<file path="config.mk">
export PLATFORM = sky130hd
export DESIGN_NAME = pc_sequencer
export DESIGN_NICKNAME = d
export VERILOG_FILES = /design/src/rtl/pc_sequencer.sv
export SDC_FILE = /design/constraint.sdc
export NUM_CORES = 1
export LEC_CHECK = 0
export CAP_MARGIN = 0
export CORE_UTILIZATION = 36
export DETAILED_ROUTE_END_ITERATION = 12
export MAX_ROUTING_LAYER = met4
export PLACE_DENSITY = 0.83
export SLEW_MARGIN = 5
export SYNTH_ARGS = -nofsm -noshare
export SYNTH_HDL_FRONTEND = slang
export SYNTH_SLANG_ARGS = --single-unit
</file>
<file path="constraint.sdc">
create_clock -name clk -period 3.35 [get_ports clk]
set_input_delay 0.67 -clock clk [delete_from_list [all_inputs] [get_ports clk]]
set_output_delay 0.67 -clock clk [all_outputs]
set_load 0.02 [all_outputs]
</file>
<file path="src/rtl/pc_sequencer.sv">
// Program-counter sequencer: picks the PC source each cycle, drives pipeline
// flushes, post-redirect fetch bubbles, halt/resume and redirect statistics.
module pc_sequencer #(
  parameter logic [31:0] RESET_VECTOR     = 32'h0000_0000,
  parameter logic [31:0] TRAP_VECTOR      = 32'h0000_0100,
  parameter bit          HAS_C            = 1'b1,
  parameter int unsigned REDIRECT_BUBBLES = 1
) (
  input  logic        clk,
  input  logic        rst,
  input  logic [31:0] pc_cur,
  input  logic        is_compressed,
  input  logic        stall,
  input  logic        branch_taken,
  input  logic        jump,
  input  logic [31:0] target,
  input  logic        trap,
  input  logic        mret,
  input  logic [31:0] epc,
  input  logic        halt_req,
  input  logic        resume,
  output logic        pc_load,
  output logic [31:0] pc_next,
  output logic        flush_if_id,
  output logic        flush_id_ex,
  output logic        fetch_valid,
  output logic        misaligned,
  output logic        halted,
  output logic [15:0] redirect_count
);

  typedef enum logic [1:0] {BOOT, RUN, REDIRECT, HALTED} state_t;

  localparam logic [2:0] LAST_BUBBLE =
    (REDIRECT_BUBBLES == 0) ? 3'd0 : 3'(REDIRECT_BUBBLES - 1);
  localparam state_t AFTER_REDIRECT = (REDIRECT_BUBBLES == 0) ? RUN : REDIRECT;

  state_t      state, state_n;
  logic [2:0]  bubble, bubble_n;
  logic        redirect;
  logic        mis_n;
  logic        mis_q;
  logic [31:0] tgt;

  always_comb begin
    pc_load     = 1'b0;
    pc_next     = pc_cur;
    flush_if_id = 1'b0;
    flush_id_ex = 1'b0;
    fetch_valid = 1'b0;
    state_n     = state;
    bubble_n    = bubble;
    redirect    = 1'b0;
    mis_n       = 1'b0;
    tgt         = {target[31:1], 1'b0};

    case (state)
      BOOT: begin
        pc_load     = 1'b1;
        pc_next     = RESET_VECTOR;
        flush_if_id = 1'b1;
        flush_id_ex = 1'b1;
        state_n     = RUN;
      end
      RUN: begin
        fetch_valid = 1'b1;
        if (trap) begin
          redirect = 1'b1;
          pc_next  = TRAP_VECTOR;
        end else if (mret) begin
          redirect = 1'b1;
          pc_next  = {epc[31:1], 1'b0};
        end else if (branch_taken || jump) begin
          redirect = 1'b1;
          // Without C support a halfword-aligned target is diverted to the trap vector.
          if (!HAS_C && tgt[1]) begin
            pc_next = TRAP_VECTOR;
            mis_n   = 1'b1;
          end else begin
            pc_next = tgt;
          end
        end else if (halt_req) begin
          flush_if_id = 1'b1;
          state_n     = HALTED;
        end else if (!stall) begin
          pc_load = 1'b1;
          pc_next = pc_cur + (is_compressed ? 32'd2 : 32'd4);
        end
      end
      REDIRECT: begin
        if (trap) begin
          redirect = 1'b1;
          pc_next  = TRAP_VECTOR;
        end else if (bubble == LAST_BUBBLE) begin
          state_n = RUN;
        end else begin
          bubble_n = bubble + 3'd1;
        end
      end
      HALTED: begin
        if (trap) begin
          redirect = 1'b1;
          pc_next  = TRAP_VECTOR;
        end else if (resume) begin
          state_n = RUN;
        end
      end
      default: state_n = BOOT;
    endcase

    if (redirect) begin
      pc_load     = 1'b1;
      flush_if_id = 1'b1;
      flush_id_ex = 1'b1;
      state_n     = AFTER_REDIRECT;
      bubble_n    = '0;
    end
  end

  always_ff @(posedge clk or posedge rst) begin
    if (rst) begin
      state          <= BOOT;
      bubble         <= '0;
      redirect_count <= '0;
      mis_q          <= 1'b0;
    end else begin
      state  <= state_n;
      bubble <= bubble_n;
      mis_q  <= mis_n;
      if (redirect && (redirect_count != '1))
        redirect_count <= redirect_count + 16'd1;
    end
  end

  assign misaligned = mis_q;
  assign halted     = (state == HALTED);

endmodule

</file>
==> impl_metrics.sql <==
INSERT INTO impl_metrics (metric_group, metric, value, unit) VALUES
('hold_path', 'hold_path_depth', '1', ''),
('setup_path', 'setup.reg_to_reg.worst_slack', '1.17', 'ns'),
('yosys', 'synth_cell_type_count', '72', ''),
('global_routing', 'grt_pass1_wl', '19500', 'um'),
('clock_network', 'cts-htree-levels', '1', ''),
('setup_path', 'worst_path_largest_cell_delay', '0.58', 'ns'),
('global_routing', 'largest_net_degree_at_the_start_of_global_routing', '38', ''),
('yosys', 'synth_top_area_cell', 'sky130_fd_sc_hd__dfrtp_1', ''),
('yosys', 'ys_ff_latch', '21', ''),
('run_status', 'failed_checks', 'setup timing', ''),
('yosys', 'top_cell_type_s_share_of_synthesized_area', '18.1', '%'),
('sta', 'hold_viol_final', '0', ''),
('sta', 'slew_headroom', '48.5', '%'),
('setup_path', 'start_kind', 'input port', ''),
('setup_path', 'timing.critical_path.to_type', 'primary output', ''),
('hold_path', 'hold_start', 'redirect_count[13]', ''),
('clock_network', 'cts_root_buffer', 'sky130_fd_sc_hd__clkbuf_8', ''),
('clock_network', 'clock_insertion_delay_worst_skew', '0.27', 'ns'),
('final_layout', 'final_net_count', '744', ''),
('floorplan', 'floorplan.rows', '32', ''),
('final_layout', 'area_growth', '89.0', '%'),
('yosys', 'ys_seq_area_share', '18.1', '%'),
('yosys', 'synth.most_common_cell', 'sky130_fd_sc_hd__nand2_1', ''),
('sta', 'tightestPinTransition', '0.771', 'ns'),
('clock_network', 'cts.hold.buffers_added', '0', ''),
('place', 'hpwlAfterDp', '9790', 'um'),
('drt', 'ant_nets', '0', ''),
('global_routing', 'gr-usage-met2', '49.1', '%'),
('yosys', 'synth.mux.area_fraction', '2.45', '%'),
('setup_path', 'cp_data_arrival_time', '3.08', 'ns'),
('final_layout', 'fin_util', '70.7', '%'),
('sta', 'setup_viol_count_final', '13', ''),
('place', 'gp_congestion', '0.919', ''),
('setup_path', 'rr_startpoint', 'state[1]', ''),
('yosys', 'post_synth.cell_area_avg', '7.30', 'um2'),
('global_routing', 'grt_antenna_before_repair', '0', ''),
('drt', 'detail_route.wirelength', '12900', 'um'),
('drt', 'drtIter0Drc', '305', ''),
('yosys', 'postSynth.topFlopCell', 'sky130_fd_sc_hd__dfrtp_1', ''),
('clock_network', 'max-clock-path-buffers', '2', ''),
('final_layout', 'insertedDiodeCount', '0', ''),
('yosys', 'combinational_family_with_the_most_area_after_synthesis', 'simple AND/OR/NAND/NOR gates', ''),
('power', 'leakage', '2.42', 'nW'),
('drt', 'via_per_inst', '5.84', ''),
('drt', 'route.detailed.wl_per_inst', '17.6', 'um'),
('sta', 'final_layout_worst_hold_slack', '0.515', 'ns'),
('global_routing', 'groute.layer.met3.usage', '4.73', '%'),
('sta', 'timing.final.max_slew_violations', '0', ''),
('yosys', 'synthXorXnorAreaFrac', '8.44', '%'),
('sta', 'min_period', '3.75', 'ns'),
('sta', 'fin_crit_sh', '112', '%'),
('run_status', 'status', 'complete, but fails checks', ''),
('final_layout', 'fillCellCount', '617', ''),
('global_routing', 'gr-total-overflow', '0', ''),
('setup_path', 'r2r_end', 'redirect_count[8]', ''),
('power', 'cellPowerDensity', '371', 'nW/um2'),
('floorplan', 'ioPinCount', '160', ''),
('clock_network', 'tritoncts.num_buffers', '3', ''),
('setup_path', 'setup.worst_path.class', 'input port to primary output', ''),
('yosys', 'syn_nets', '510', ''),
('final_layout', 'drive_gt1_share', '29.3', '%'),
('clock_network', 'numClockSinks', '21', ''),
('yosys', 'synthAdderAreaFrac', '2.84', '%'),
('setup_path', 'r2r.worst_path.cells', '7', ''),
('sta', 'setup_slack', '-0.397', 'ns'),
('yosys', 'synth_enable_flop_cells', '0', ''),
('drt', 'router_iterations_before_antenna_repair', '6', ''),
('place', 'port-buffer-count', '156', ''),
('yosys', 'synthesis.instances', '398', ''),
('yosys', 'yosys_warnings', '0', ''),
('sta', 'grt_setup_unrepaired', 'yes', '');
[worst max-delay path: cells and delay by family]
kind          cells  cell delay, ns
simple gates      4            1.28
fa+ha+maj         2            0.47
buf+inv           4            0.39
mux               1            0.25
[registers in the layout (all words and copies together) (netlist names)]
register and count:
redirect_count 16, bubble 3, state 2
[per-stage QoR]
stage	instances	power, mW	instance area (um2)
global route	733	2.16	5490
CTS	724	2.00	5310
detailed placement	719	1.85	5200
global placement	719	1.82	5200
finish	733	2.04	5490
floorplan	398	1.11	2940
[per-layer routing]
metal	vias to the layer above	wire, um
li1	1963	-
met1	1983	4900
met2	281	6260
met3	52	1190
met4	0	564
met5	-	0
[cell families (layout without fill, tap and decap cells)]
group                      after synthesis  in the layout
other                                    1              1
muxes                                    7              7
xor gates and xnor gates                28             28
buffers and inverters                   45            278
and+or+nand+nor                        165            165
DFF                                     21             21
adders and majority gates                6              6
AOI/OAI and AO/OA                      125            125
[cells in the final DEF (no fill, tap or decap), types with 5 or more instances in the layout]
master / count
sky130_fd_sc_hd__a21oi_1: 27
sky130_fd_sc_hd__inv_1: 18
sky130_fd_sc_hd__nor2_1: 29
sky130_fd_sc_hd__xnor2_1: 14
sky130_fd_sc_hd__a32o_1: 8
sky130_fd_sc_hd__o21ai_1: 9
sky130_fd_sc_hd__buf_6: 12
sky130_fd_sc_hd__clkdlybuf4s50_1: 100
sky130_fd_sc_hd__nand3_1: 14
sky130_fd_sc_hd__nand2b_1: 6
sky130_fd_sc_hd__nand4_1: 15
sky130_fd_sc_hd__dfrtp_1: 21
sky130_fd_sc_hd__dlygate4sd2_1: 6
sky130_fd_sc_hd__mux2i_1: 5
sky130_fd_sc_hd__buf_4: 103
sky130_fd_sc_hd__o21ai_0: 21
sky130_fd_sc_hd__and3_1: 5
sky130_fd_sc_hd__xor2_1: 14
sky130_fd_sc_hd__nand2_1: 37
sky130_fd_sc_hd__nor3_1: 9
sky130_fd_sc_hd__buf_2: 5
sky130_fd_sc_hd__dlymetal6s2s_1: 14
[worst max path at each step]
stage	from	endpoint	slack (ns)	cells after the start
floorplan	pc_cur[1]	pc_next[29]	-0.1	8
global placement	pc_cur[1]	pc_next[25]	-1.23	10
detailed placement	pc_cur[1]	pc_next[25]	-1.24	10
CTS	is_compressed	pc_next[29]	-0.42	10
global route	is_compressed	pc_next[29]	-0.48	10
finish	is_compressed	pc_next[25]	-0.40	11
[layout make-up]
cell class / count / area, um2 / share of cell area (%)
flip-flops and latches: 21 / 526 / 9.57
multi-input cells: 332 / 2370 / 43.2
clock buffers: 4 / 45.0 / 0.820
inverters: 20 / 75.1 / 1.37
repair buffers: 254 / 2340 / 42.7
well taps: 102 / 128 / 2.32
[power by group]
part           internal (mW)  leakage (nW)  switching [mW]  total [mW]
combinational          0.728          2.12           0.770        1.50
clock                 0.0849        0.0228          0.0797       0.165
sequential             0.308         0.277          0.0658       0.374
[what timing repair did]
| item | 4_1_cts | 5_1_grt |
|---|---|---|
| resized for setup | 164 | 63 |
| buffers inserted | 2 | 9 |
| endpoints found under the setup margin | 33 | 28 |
| pin swaps | 13 | 17 |
Power figures use the tool's default switching activity.
